`src/rtl/input_row_loader_if.sv`:
```
// Buffer read bus between the row loader (master) and a synchronous-read row buffer (slave).
// DATA_W/ADDR_W must match the loader instance that binds the master modport.
interface input_row_loader_if #(
  parameter int DATA_W = 16,
  parameter int ADDR_W = 5
);
  logic              rd_en;
  logic [ADDR_W-1:0] rd_addr;
  logic [DATA_W-1:0] rd_data;

  modport master (
    output rd_en,
    output rd_addr,
    input  rd_data
  );

  modport slave (
    input  rd_en,
    input  rd_addr,
    output rd_data
  );
endinterface

```
`src/rtl/input_row_loader.sv`:
```
// Reads one N_ELEM-element row from a synchronous-read buffer into a registered row, then offers it downstream.
// Optional signed row maximum: define INPUT_ROW_LOADER_ROW_MAX_EN (otherwise o_row_max is tied to 0).
module input_row_loader #(
  parameter int DATA_W = 16,
  parameter int N_ELEM = 32,
  parameter int ADDR_W = 5,
  parameter int RD_LAT = 1
) (
  input  logic                   i_clk,
  input  logic                   i_rst,
  input  logic                   i_start,
  output logic                   o_busy,
  input_row_loader_if.master     rd_bus,
  output logic [DATA_W-1:0]      o_row [N_ELEM],
  output logic                   o_valid,
  input  logic                   i_ready,
  output logic [DATA_W-1:0]      o_row_max,
  output logic [1:0]             o_dbg_state
);

  // Row handshake: o_valid rises once the whole row is captured and stays high, with o_row stable,
  // until a rising edge sees o_valid && i_ready; i_ready is ignored while o_valid is low.
  typedef enum logic [1:0] {
    S_IDLE  = 2'd0,
    S_READ  = 2'd1,
    S_DRAIN = 2'd2,
    S_DONE  = 2'd3
  } state_t;

  localparam logic [ADDR_W-1:0] LAST_ADDR = ADDR_W'(N_ELEM - 1);

  state_t            r_state;
  state_t            w_state_next;
  logic              r_rd_en;
  logic [ADDR_W-1:0] r_rd_addr;
  logic              r_valid;
  logic              r_busy;
  logic              r_pv [RD_LAT];
  logic [ADDR_W-1:0] r_pa [RD_LAT];
  logic [DATA_W-1:0] r_row [N_ELEM];
  logic              w_inflight;
  logic              w_cap;
  logic [ADDR_W-1:0] w_cap_addr;
  logic [DATA_W-1:0] w_cap_data;

  assign w_cap      = r_pv[RD_LAT-1];
  assign w_cap_addr = r_pa[RD_LAT-1];
  assign w_cap_data = rd_bus.rd_data;

  // Requests still travelling through the pipeline, excluding the one landing this cycle.
  always_comb begin
    w_inflight = 1'b0;
    for (int i = 0; i < RD_LAT - 1; i++) begin
      w_inflight = w_inflight | r_pv[i];
    end
  end

  always_ff @(posedge i_clk or posedge i_rst) begin
    if (i_rst) begin
      r_state <= S_IDLE;
    end else begin
      r_state <= w_state_next;
    end
  end

  always_comb begin
    w_state_next = r_state;
    case (r_state)
      S_IDLE:  if (i_start) w_state_next = S_READ;
      S_READ:  if (r_rd_addr == LAST_ADDR) w_state_next = S_DRAIN;
      S_DRAIN: if (!w_inflight) w_state_next = S_DONE;
      S_DONE:  if (i_ready) w_state_next = S_IDLE;
      default: w_state_next = S_IDLE;
    endcase
  end

  // Every output is registered from the next state so it lines up with the state it describes.
  always_ff @(posedge i_clk or posedge i_rst) begin
    if (i_rst) begin
      r_rd_en   <= 1'b0;
      r_rd_addr <= '0;
      r_valid   <= 1'b0;
      r_busy    <= 1'b0;
      for (int i = 0; i < RD_LAT; i++) begin
        r_pv[i] <= 1'b0;
        r_pa[i] <= '0;
      end
      for (int i = 0; i < N_ELEM; i++) begin
        r_row[i] <= '0;
      end
    end else begin
      r_rd_en <= (w_state_next == S_READ);
      r_valid <= (w_state_next == S_DONE);
      r_busy  <= (w_state_next != S_IDLE);
      if (r_state == S_IDLE && w_state_next == S_READ) begin
        r_rd_addr <= '0;
      end else if (r_state == S_READ && w_state_next == S_READ) begin
        r_rd_addr <= r_rd_addr + ADDR_W'(1);
      end
      r_pv[0] <= r_rd_en;
      r_pa[0] <= r_rd_addr;
      for (int i = 1; i < RD_LAT; i++) begin
        r_pv[i] <= r_pv[i-1];
        r_pa[i] <= r_pa[i-1];
      end
      if (w_cap) begin
        r_row[w_cap_addr] <= w_cap_data;
      end
    end
  end

`ifdef INPUT_ROW_LOADER_ROW_MAX_EN
  logic [DATA_W-1:0] r_row_max;

  // Address 0 reseeds the running max for each row; ties keep the held value.
  always_ff @(posedge i_clk or posedge i_rst) begin
    if (i_rst) begin
      r_row_max <= '0;
    end else if (w_cap) begin
      if (w_cap_addr == '0 || $signed(w_cap_data) > $signed(r_row_max)) begin
        r_row_max <= w_cap_data;
      end
    end
  end

  assign o_row_max = r_row_max;
`else
  assign o_row_max = '0;
`endif

  assign rd_bus.rd_en   = r_rd_en;
  assign rd_bus.rd_addr = r_rd_addr;
  assign o_row          = r_row;
  assign o_valid        = r_valid;
  assign o_busy         = r_busy;
  assign o_dbg_state    = r_state;

endmodule

```
`src/flat_wrapper.sv`:
```
// flat-port wrapper written by rule: the top's interface ports become plain ports
module input_row_loader_flat 
#(
  parameter int DATA_W = 16,
  parameter int N_ELEM = 32,
  parameter int ADDR_W = 5,
  parameter int RD_LAT = 1
)
  (i_clk, i_rst, i_start, o_busy, o_row, o_valid, i_ready, o_row_max, o_dbg_state, rd_bus_rd_en, rd_bus_rd_addr, rd_bus_rd_data);
  input_row_loader_if #(.DATA_W(DATA_W), .ADDR_W(ADDR_W)) rd_bus_i ();
  input  logic i_clk;
  input  logic i_rst;
  input  logic i_start;
  output logic o_busy;
  output logic [DATA_W-1:0] o_row[N_ELEM];
  output logic o_valid;
  input  logic i_ready;
  output logic [DATA_W-1:0] o_row_max;
  output logic [1:0] o_dbg_state;
  output wire logic [$bits(rd_bus_i.rd_en)-1:0] rd_bus_rd_en;
  output wire logic [$bits(rd_bus_i.rd_addr)-1:0] rd_bus_rd_addr;
  input wire logic [$bits(rd_bus_i.rd_data)-1:0] rd_bus_rd_data;
  assign rd_bus_rd_en = rd_bus_i.rd_en;
  assign rd_bus_rd_addr = rd_bus_i.rd_addr;
  assign rd_bus_i.rd_data = rd_bus_rd_data;
  input_row_loader #(.DATA_W(DATA_W), .N_ELEM(N_ELEM), .ADDR_W(ADDR_W), .RD_LAT(RD_LAT)) u_core (.i_clk(i_clk), .i_rst(i_rst), .i_start(i_start), .o_busy(o_busy), .rd_bus(rd_bus_i), .o_row(o_row), .o_valid(o_valid), .i_ready(i_ready), .o_row_max(o_row_max), .o_dbg_state(o_dbg_state));
endmodule
```
`config.mk`:
```
export PLATFORM = sky130hd
export DESIGN_NAME = input_row_loader_flat
export DESIGN_NICKNAME = d
export VERILOG_FILES = /design/src/rtl/input_row_loader_if.sv /design/src/rtl/input_row_loader.sv /design/src/flat_wrapper.sv
export SDC_FILE = /design/constraint.sdc
export NUM_CORES = 1
export LEC_CHECK = 0
export ABC_AREA = 1
export CORE_ASPECT_RATIO = 0.75
export CORE_MARGIN = 2
export CORE_UTILIZATION = 32
export CTS_BUF_LIST = sky130_fd_sc_hd__clkbuf_8
export CTS_CLUSTER_SIZE = 12
export DETAILED_ROUTE_END_ITERATION = 8
export GPL_ROUTABILITY_DRIVEN = 0
export PLACE_DENSITY = 0.55
export SYNTH_ARGS = -nofsm -noshare
export SYNTH_HDL_FRONTEND = slang
export SYNTH_SLANG_ARGS = --single-unit
```
`constraint.sdc`:
```
create_clock -name i_clk -period 31.7 [get_ports i_clk]
set_input_delay 4.755 -clock i_clk [delete_from_list [all_inputs] [get_ports i_clk]]
set_output_delay 4.755 -clock i_clk [all_outputs]
set_load 0.005 [all_outputs]
```
==> flow_summary.ini <==
[run_status]
status = complete, no violations

[global_route]
gr-usage-all-layers_pct = 23.1
grt_pass1_vias = 17700
grt_start_max_net_pins = 147
antenna_found_initial = 2
overflow = 0
grt_pass1_wl_um = 116000

[route]
routed_wl_um = 79000
drtAntennaViolNets = 0
routedWlPerCell_um = 21.4
vias_per_cell = 4.88
drcViolationCount = 0
dr.pass1.iters = 5
drt_iter0_markers = 1427
via_count = 18000

[die]
io_pins = 558
die_w_um = 297
coreArea_mm2 = 0.0637
die_area_mm2 = 0.0664
fp.dieH_um = 224
start_util_pct = 32.4
row_count = 80

[timing]
final_hold_viol_count = 0
fmax_mhz = 144
maxSlewViolCount = 0
finalSetupTns_ns = 0
fin_worst_skew_ns = 0.0379
min_period_ns = 6.93
max_slew_margin_pct = 14.4
setup_viol = 0
rsz0062_at_grt = no
hold-worst-slack_ns = 0.404
tightest_slew_ns = 1.28
post-route-period-util_pct = 21.9

[logic_synthesis]
netlist_instances = 2277
synthArstFlopShare_pct = 100
yosysWarningCount = 0
seq_area_frac_synth_pct = 64.1
yosysMostFrequentCell = nand2_1
ys_ff_latch = 528
syn_area_mm2 = 0.0206
avgSynthCellArea_um2 = 9.05
yosys.area.top_type = dfrtp_1
yosys_most_used_dff = dfrtp_1
synthDominantCellAreaShare_pct = 64.1
synth_edf_count = 0
yosys-top-cells-area = dfrtp_1 64%, nand2_1 17%, o21ai_0 12%
netlist_top_cells_count = 954 x nand2_1, 528 x dfrtp_1, 505 x o21ai_0
ys_types = 20

[setup_path]
r2r_slack_ns = 28.55
r2r-end = u_core.o_row[274]
crit_path_end_kind = async pin
crit_path_start = i_rst
cp_max_fo = 146
reg2reg_from = u_core.r_pa[0]
cp.required_ns = 32.33
worstPathArrival_ns = 7.56
crit_type = in2async
cp-endpoint = u_core.o_row[231]
r2r_cells = 6
startpoint_type = primary input

[job]
max-cap-violations = 0

[clocking]
cts_tree = built
clock_latency_ns = 0.68
postCtsHoldBufs = 0
cts_buffers = 87
cts_resized = 0
htreeDepth = 3
cts_sinks = 528
cts_buffer_depth = 3
post_cts.repair.setup_buffers = 0
root_buffer = clkbuf_8
clk_pin_slew_ns = 0.06

[power_and_ir_drop]
clock_power_share_pct = 19.8
vdd.ir_drop.worst_mv = 0.0545
combPwrFrac_pct = 41.4
swShare_pct = 36.0
seq_power_share_pct = 38.8
leakagePower_nw = 12.3
power.switching_mw = 1.10
power.density_mw_per_mm2 = 108
p_int_mw = 1.96

[placement]
port_buffers = 541
dp_hpwl_um = 49200
dpl_cell_area_mm2 = 0.0265

[layout]
drive_gt1_share_pct = 6.74
area_growth_pct = 37.3
final_area_mm2 = 0.0283
fin_nets = 2776

[worst_hold_path]
hp-class = reg2reg
## cells in the final DEF (no fill, tap or decap)
cell             netlist  layout
nand2_1              954     951
dfrtp_1              528     528
clkdlybuf4s50_1        0     525
o21ai_0              505     505
clkbuf_8               0     111
inv_1                 30      57
buf_4                 17      29
nor2_1                25      24
conb_1                 1      16
buf_2                 32      16
nand3_1               12       9
clkinv_2               0       8
nor2_2                 6       7
o21ai_1                7       7
inv_8                  0       4
nand3_4                0       3
nand2_2                0       3
nand4_1                3       3
nand3_2                2       2
ha_1                   2       2
diode_2                0       1
clkinv_1               0       1
inv_2                  1       1
nand3b_1               1       1
mux2i_1                1       1
or2_2                  1       1
clkinv_8               0       1
clkinvlp_4             0       1
inv_12                 0       1
clkinv_4               0       1
buf_12                 0       1
## final cells by class
| cell class | instances | area (um^2) |
|---|---|---|
| Clock inverter | 44 | 231 |
| Fill cell | 6159 | 35400 |
| Tap cell | 861 | 1080 |
| Multi-Input combinational cell | 1535 | 6530 |
| Inverter | 31 | 124 |
| Clock buffer | 111 | 1530 |
| Antenna cell | 1 | 2.50 |
| Sequential cell | 528 | 13200 |
| Timing Repair Buffer | 571 | 5570 |
## per-layer routing
| metal | vias to the layer above | global-route usage [%] | share of wire [%] |
|---|---|---|---|
| met1 | 8917 | 32.0 | 44 |
| met4 | 0 | 7.89 | 2.9 |
| met2 | 697 | 35.0 | 45 |
| li1 | 8206 | - | - |
| met5 | - | 0 | 0 |
| met3 | 140 | 6.32 | 8.1 |
## sequential cells by signal (all words and copies together), names as in the netlist
signal                 count
u_core.o_row             512
u_core.r_pa                5
u_core.rd_bus.rd_addr      5
u_core.o_dbg_state         2
u_core.o_busy              1
u_core.o_valid             1
u_core.r_pv                1
u_core.rd_bus.rd_en        1
## worst max-delay path, cell delays in order
cell,delay (ns)
clkdlybuf4s50_1,0.49
inv_8,0.50
buf_12,0.60
buf_4,0.90
## kinds of logic (layout without fill, tap and decap cells)
group | Yosys count | after routing | synth area share [%]
other cells | 1 | 17 | 0.0182
buf+inv | 229 | 757 | 4.68
mux | 1 | 1 | 0.0486
simple gates | 1004 | 1004 | 18.6
flops | 528 | 528 | 64.1
compound gates | 512 | 512 | 12.4
fa+ha+maj | 2 | 2 | 0.121
## power by group through the flow
| stage | Sequential, mW | Combinational (mW) | Clock (mW) |
|---|---|---|---|
| 2_1_floorplan | 1.18 | 0.401 | 0 |
| 3_3_place_gp | 1.19 | 1.25 | 0 |
| 3_5_place_dp | 1.20 | 1.27 | 0 |
| 4_1_cts | 1.19 | 1.28 | 0.621 |
| 5_1_grt | 1.22 | 1.38 | 0.652 |
| 6_report | 1.19 | 1.27 | 0.606 |
## through the flow
stage / setup slack [ns] / std cells / utilization (%) / total power, mW
finish: 24.77 / 3682 / 44.4 / 3.06
global route: 24.42 / 3681 / 44.4 / 3.26
CTS: 24.74 / 3681 / 44.4 / 3.09
detailed placement: 24.01 / 3526 / 41.7 / 2.47
global placement: 24.06 / 3526 / 41.7 / 2.44
floorplan: 12.19 / 2292 / - / 1.58
## how the worst min path moves through the flow
stage,from,end,slack (ns),depth (start not counted)
6_report,u_core.rd_bus.rd_en,u_core.r_pv,0.40,0
5_1_grt,u_core.rd_bus.rd_en,u_core.r_pv,0.42,0
4_1_cts,u_core.rd_bus.rd_en,u_core.r_pv,0.41,0
3_5_place_dp,u_core.rd_bus.rd_en,u_core.r_pv,0.37,0
3_3_place_gp,u_core.rd_bus.rd_en,u_core.r_pv,0.37,0
2_1_floorplan,u_core.rd_bus.rd_en,u_core.r_pv,0.38,0
(Power assumes the default switching activity.)
==> edit 1: new RTL, config.mk and constraints unchanged <==
`ADDR_W` is set to 5 in 3 places; all go to 6.
--- a/src/rtl/input_row_loader_if.sv
+++ b/src/rtl/input_row_loader_if.sv
@@ -2,7 +2,7 @@
 // DATA_W/ADDR_W must match the loader instance that binds the master modport.
 interface input_row_loader_if #(
   parameter int DATA_W = 16,
-  parameter int ADDR_W = 5
+  parameter int ADDR_W = 6
 );
   logic              rd_en;
   logic [ADDR_W-1:0] rd_addr;
--- a/src/rtl/input_row_loader.sv
+++ b/src/rtl/input_row_loader.sv
@@ -3,7 +3,7 @@
 module input_row_loader #(
   parameter int DATA_W = 16,
   parameter int N_ELEM = 32,
-  parameter int ADDR_W = 5,
+  parameter int ADDR_W = 6,
   parameter int RD_LAT = 1
 ) (
   input  logic                   i_clk,
--- a/src/flat_wrapper.sv
+++ b/src/flat_wrapper.sv
@@ -3,7 +3,7 @@
 #(
   parameter int DATA_W = 16,
   parameter int N_ELEM = 32,
-  parameter int ADDR_W = 5,
+  parameter int ADDR_W = 6,
   parameter int RD_LAT = 1
 )
   (i_clk, i_rst, i_start, o_busy, o_row, o_valid, i_ready, o_row_max, o_dbg_state, rd_bus_rd_en, rd_bus_rd_addr, rd_bus_rd_data);
Interface: changed (resized rd_bus_rd_addr); port bits go from 558 to 559. The function was not compared with the original's and may differ.
==> edit 1 against the unedited design <==
- design area down 6.3%
- register-to-register slack better by 0.48 ns
- synthesized area down 7.4%
- global-route usage down 1.8 points
- routed wire length down 16%
- sequential cell count up 2
- power down 3.8%
- critical path depth unchanged
- non-clock buffer count down 23
- worst setup slack worse by 0.32 ns
- final cell count down 14%
- critical endpoint is now u_core.o_row[40]
- largest cell class unchanged
- largest power group is now registers
==> edit 1: results (changes against the unedited design) <==
stage	metric	value	unit	change
critical_path	r2r_cells	3		was 6
logic_synthesis	synth_seq_area_share	69.5	%	was 64.1%
logic_synthesis	synth.avg_cell_area	10.4	um2	was 9.05 um2
cells_and_area	buffer_area_share	20.7	%	was 19.7%
cells_and_area	clock_area_share	6.10	%	was 6.22%
routing	wl_met2	30.4	mm	was 35.3 mm
critical_path	r2r-start	u_core.r_pa[4]		was u_core.r_pa[0]
cells_and_area	num-multi-input-gates	1130		was 1,535
global_route	gr-usage-met2	32.9	%	was 35.0%
power	p_leak	12.3	nW	about the same
clocking	clkLatencyLatePin	0.65	ns	was 0.68 ns
routing	vias	15000		was 18.0k
power	powerClk	0.566	mW	was 0.606 mW
run_status	run_status	finished clean		unchanged
global_route	grt.total_usage	21.3	%	was 23.1%
global_route	grt_max_degree	182		was 147
timing	fin_crit_sh	22.9	%	was 21.9%
cells_and_area	finalNetCount	2347		was 2,776
power	comb_power	1.17	mW	was 1.27 mW
cells_and_area	utilization	44.9	%	was 44.4%
routing	drt_iter0_drc	1113		was 1,427
critical_path	crit_path_max_fanout	123		was 146
cells_and_area	layout.area.seq	13300	um2	was 13,200 um2
logic_synthesis	synth-seq-cells	530		was 528
cells_and_area	diodes	2		was 1
timing	holdWs	0.381	ns	was 0.404 ns
cells_and_area	clock_buffers	101		was 111
placed_design	dpl.hpwl	41.2	mm	was 49.2 mm
global_route	grt_pass1_vias	14400		was 17.7k
power	ir_worst_vdd	0.0000479	V	was 0.0000545 V
die	core-area	59000	um2	was 63,700 um2
timing	fin_skew	0.0272	ns	was 0.0379 ns
cells_and_area	signal_buffers	548		was 571
cells_and_area	fill_cells	5629		was 6,159
critical_path	r2r_slack	29.03	ns	was 28.55 ns
logic_synthesis	synthTopCellsByArea	dfrtp_1, o21ai_0, nand2_1, clkbuf_1, buf_2		was dfrtp_1, nand2_1, o21ai_0, clkbuf_1, buf_2
timing	max_slew_margin	21.0	%	was 14.4%
power	intPower	1.98	mW	was 1.96 mW
placed_design	place_ws	23.63	ns	was 24.01 ns
routing	wl_met1	29.3	mm	was 35.0 mm
placed_design	placed_cell_area	24900	um2	was 26,500 um2
global_route	grt_use_met3	6.69	%	was 6.32%
routing	routed_wl	66.7	mm	was 79.0 mm
power	swShare	32.8	%	was 36.0%
critical_path	critical_path.max_stage_delay	0.92	ns	was 0.90 ns
global_route	grt_use_met1	28.8	%	was 32.0%
placed_design	port_buffers	542		was 541
critical_path	rr_endpoint	u_core.o_row[479]		was u_core.o_row[274]
## edit 1: changes by cell type in the layout (fill, tap and decap cells not counted), sizes merged, moves of 2 or more
cell	unedited run	this run
nand4	3	1
clkbuf	111	101
nand3	14	4
clkdlybuf4s50	525	542
inv	63	67
nor2	31	5
xor2	0	2
o21ai	512	517
clkinv	11	6
nor3	0	11
dfrtp	528	530
buf	46	6
nand2	954	568
a21oi	0	2
## edit 1: logic make-up (layout without fill, tap and decap cells)
group | after synthesis | after routing | share of synthesized area, %
xor gates and xnor gates | 2 | 2 | 0.0919
buffers and inverters | 192 | 725 | 4.43
and+or+nand+nor | 592 | 592 | 12.2
AOI/OAI and AO/OA | 519 | 519 | 13.6
other | 1 | 18 | 0.0197
DFF | 530 | 530 | 69.5
adders and majority gates | 1 | 1 | 0.0656
==> edit 2: new RTL, same flow settings <==
Without the edit above. Register the output `o_dbg_state` once more, without a reset; this adds one clock of latency there. The other outputs are not delayed to match.
--- a/src/rtl/input_row_loader.sv
+++ b/src/rtl/input_row_loader.sv
@@ -133,7 +133,9 @@
   assign o_row          = r_row;
   assign o_valid        = r_valid;
   assign o_busy         = r_busy;
-  assign o_dbg_state    = r_state;
+  always_ff @(posedge i_clk) begin
+    o_dbg_state <= r_state;
+  end
 
 endmodule
 
Formal check against the unedited RTL: not equivalent (Yosys sat finds a counterexample within 4 cycles, from zero or initial values and one cycle with i_rst high).
==> edit 2 against the unedited design <==
- sequential cell count is 2 higher
- synthesized cell count hardly changed
- core utilization hardly changed
- worst hold slack worse by 0.0066 ns
- critical path type is now reg2out
- die area is 0.19% higher
- final cell count hardly changed
- sequential share of layout area is 0.10 points higher
- design area hardly changed
- worst setup slack better by 0.42 ns
- power is 0.29% lower
- highest routed layer unchanged
- clock power is 1% lower
- synthesized area is 0.19% higher
- routed wire length hardly changed
==> edit 2: results (changes against the unedited design) <==
stage	metric	value	unit	change
logic_synthesis	ys_types	21		was 20
critical_path	path_delay_family	buffers and inverters		unchanged
clocking	cts-root-buf	clkbuf_8		unchanged
clocking	numCtsBuffers	87		unchanged
logic_synthesis	synth_xor_area_share	0	%	unchanged
critical_path	rr_endpoint	u_core.o_row[337]		was u_core.o_row[274]
power	pwr-share-seq	39.1	%	was 38.8%
placed_design	dpl.hpwl	48.2	mm	was 49.2 mm
critical_path	crit_path_max_fanout	6		was 146
run	cap_violations	0		unchanged
global_route	grt_use_met3	6.37	%	was 6.32%
logic_synthesis	synth_seq_area_share	64.2	%	was 64.1%
global_route	grt_pass1_vias	17200		was 17.7k
global_route	grt-ovfl-total	0		unchanged
placed_design	port_buffers	541		unchanged
global_route	grt_use_met1	31.5	%	was 32.0%
logic_synthesis	ys_async_sr_fraction	99.6	%	was 100%
routing	vias	18100		was 18.0k
cells_and_area	drive_gt1_share	6.49	%	was 6.74%
die	die_width	297	um	about the same
global_route	gr-usage-met2	34.8	%	was 35.0%
critical_path	worstSetupStartpoint	u_core.rd_bus.rd_addr[0]		was i_rst
cells_and_area	largest_reg_flops	512		unchanged
clocking	cts_setup_buffers	0		unchanged
routing	viasPerCell	4.92		was 4.88
global_route	grt.total_usage	22.9	%	was 23.1%
logic_synthesis	synth_common_cells	nand2_1, dfrtp_1, o21ai_0		unchanged
logic_synthesis	netlist_instances	2279		was 2,277
timing	tns	0	ns	unchanged
critical_path	cp-endpoint	rd_bus_rd_addr[0]		was u_core.o_row[231]
power	swShare	35.9	%	was 36.0%
global_route	antenna_found_initial	2		unchanged
logic_synthesis	synth_compound_area_share	12.4	%	about the same
critical_path	r2r-start	u_core.r_pa[0]		unchanged
cells_and_area	finalNetCount	2779		was 2,776
critical_path	r2r_cells	6		unchanged
timing	fin_skew	0.0353	ns	was 0.0379 ns
placed_design	place_inst	3529		was 3,526
min_path	worstHoldPathType	reg2reg		unchanged
clocking	clkLatencyLatePin	0.67	ns	
logic_synthesis	yosys-mux-area-fraction	0.0485	%	was 0.0486%
power	p_leak	12.3	nW	about the same
routing	drt_iter0_drc	1385		was 1,427
power	intPower	1.96	mW	about the same
critical_path	slowest_stage	clkdlybuf4s50_1		was buf_4
routing	firstDrtPassIters	5		unchanged
run_status	run_status	finished clean		unchanged
global_route	grt_max_degree	165		was 147
clocking	h-tree-depth	3		unchanged
logic_synthesis	synthAdderAreaFrac	0.121	%	about the same
timing	worstMarginPinSlew	1.29	ns	was 1.28 ns
routing	routed_wl	78.9	mm	was 79.0 mm
global_route	grt_first_pass_wirelength	114	mm	was 116 mm
critical_path	critical_path.max_stage_delay	0.60	ns	was 0.90 ns
power	ir_worst_vdd	0.0000471	V	was 0.0000545 V
power	powerClk	0.598	mW	was 0.606 mW
clocking	cts_buffer_depth	3		unchanged
critical_path	r2r_slack	28.47	ns	was 28.55 ns
logic_synthesis	synthTopCellsByArea	dfrtp_1, nand2_1, o21ai_0, clkbuf_1, buf_2		unchanged
[edit 2: cell count changes after synthesis, sizes merged]
cell	delta
clkbuf	+2
dfxtp	+2
buf	-2
[edit 2: how the worst min path moves through the flow]
stage	endpoint	slack, ns	from	cells after the start
2_1_floorplan	u_core.o_dbg_state[1]	0.37	u_core.r_state[1]	0
3_3_place_gp	u_core.r_pv	0.38	u_core.rd_bus.rd_en	0
3_5_place_dp	u_core.r_pv	0.37	u_core.rd_bus.rd_en	0
4_1_cts	u_core.r_pv	0.41	u_core.rd_bus.rd_en	0
5_1_grt	u_core.r_pv	0.43	u_core.rd_bus.rd_en	0
6_report	u_core.r_pv	0.40	u_core.rd_bus.rd_en	0
[edit 2: final cells by class]
class | count | area [um2]
Multi-Input combinational cell | 1535 | 6520
Timing Repair Buffer | 572 | 5590
Tap cell | 861 | 1080
Antenna cell | 2 | 5.00
Fill cell | 6229 | 35400
Clock buffer | 108 | 1490
Inverter | 31 | 124
Clock inverter | 44 | 243
Sequential cell | 530 | 13300
[edit 2: per-layer routing]
layer / share of wire [%] / wire, um / vias to the layer above
li1: - / - / 8195
met1: 43 / 34300 / 9028
met2: 45 / 35900 / 754
met3: 8.2 / 6460 / 146
met4: 2.9 / 2280 / 0
met5: 0 / 0 / -
[edit 2: metrics by stage]
step	area (um2)	hold WS [ns]	setup WS, ns
floorplan	20700	0.368	12.19
global placement	26600	0.385	24.66
detailed placement	26600	0.373	24.61
CTS	28300	0.412	25.08
global route	28300	0.428	25.06
finish	28300	0.397	25.19
[edit 2: cell families (layout without fill, tap and decap cells)]
group / count (synthesis) / after routing
fa+ha+maj: 2 / 2
mux: 1 / 1
compound gates: 512 / 512
flops: 530 / 530
simple gates: 1004 / 1004
other cells: 1 / 18
buf+inv: 229 / 755
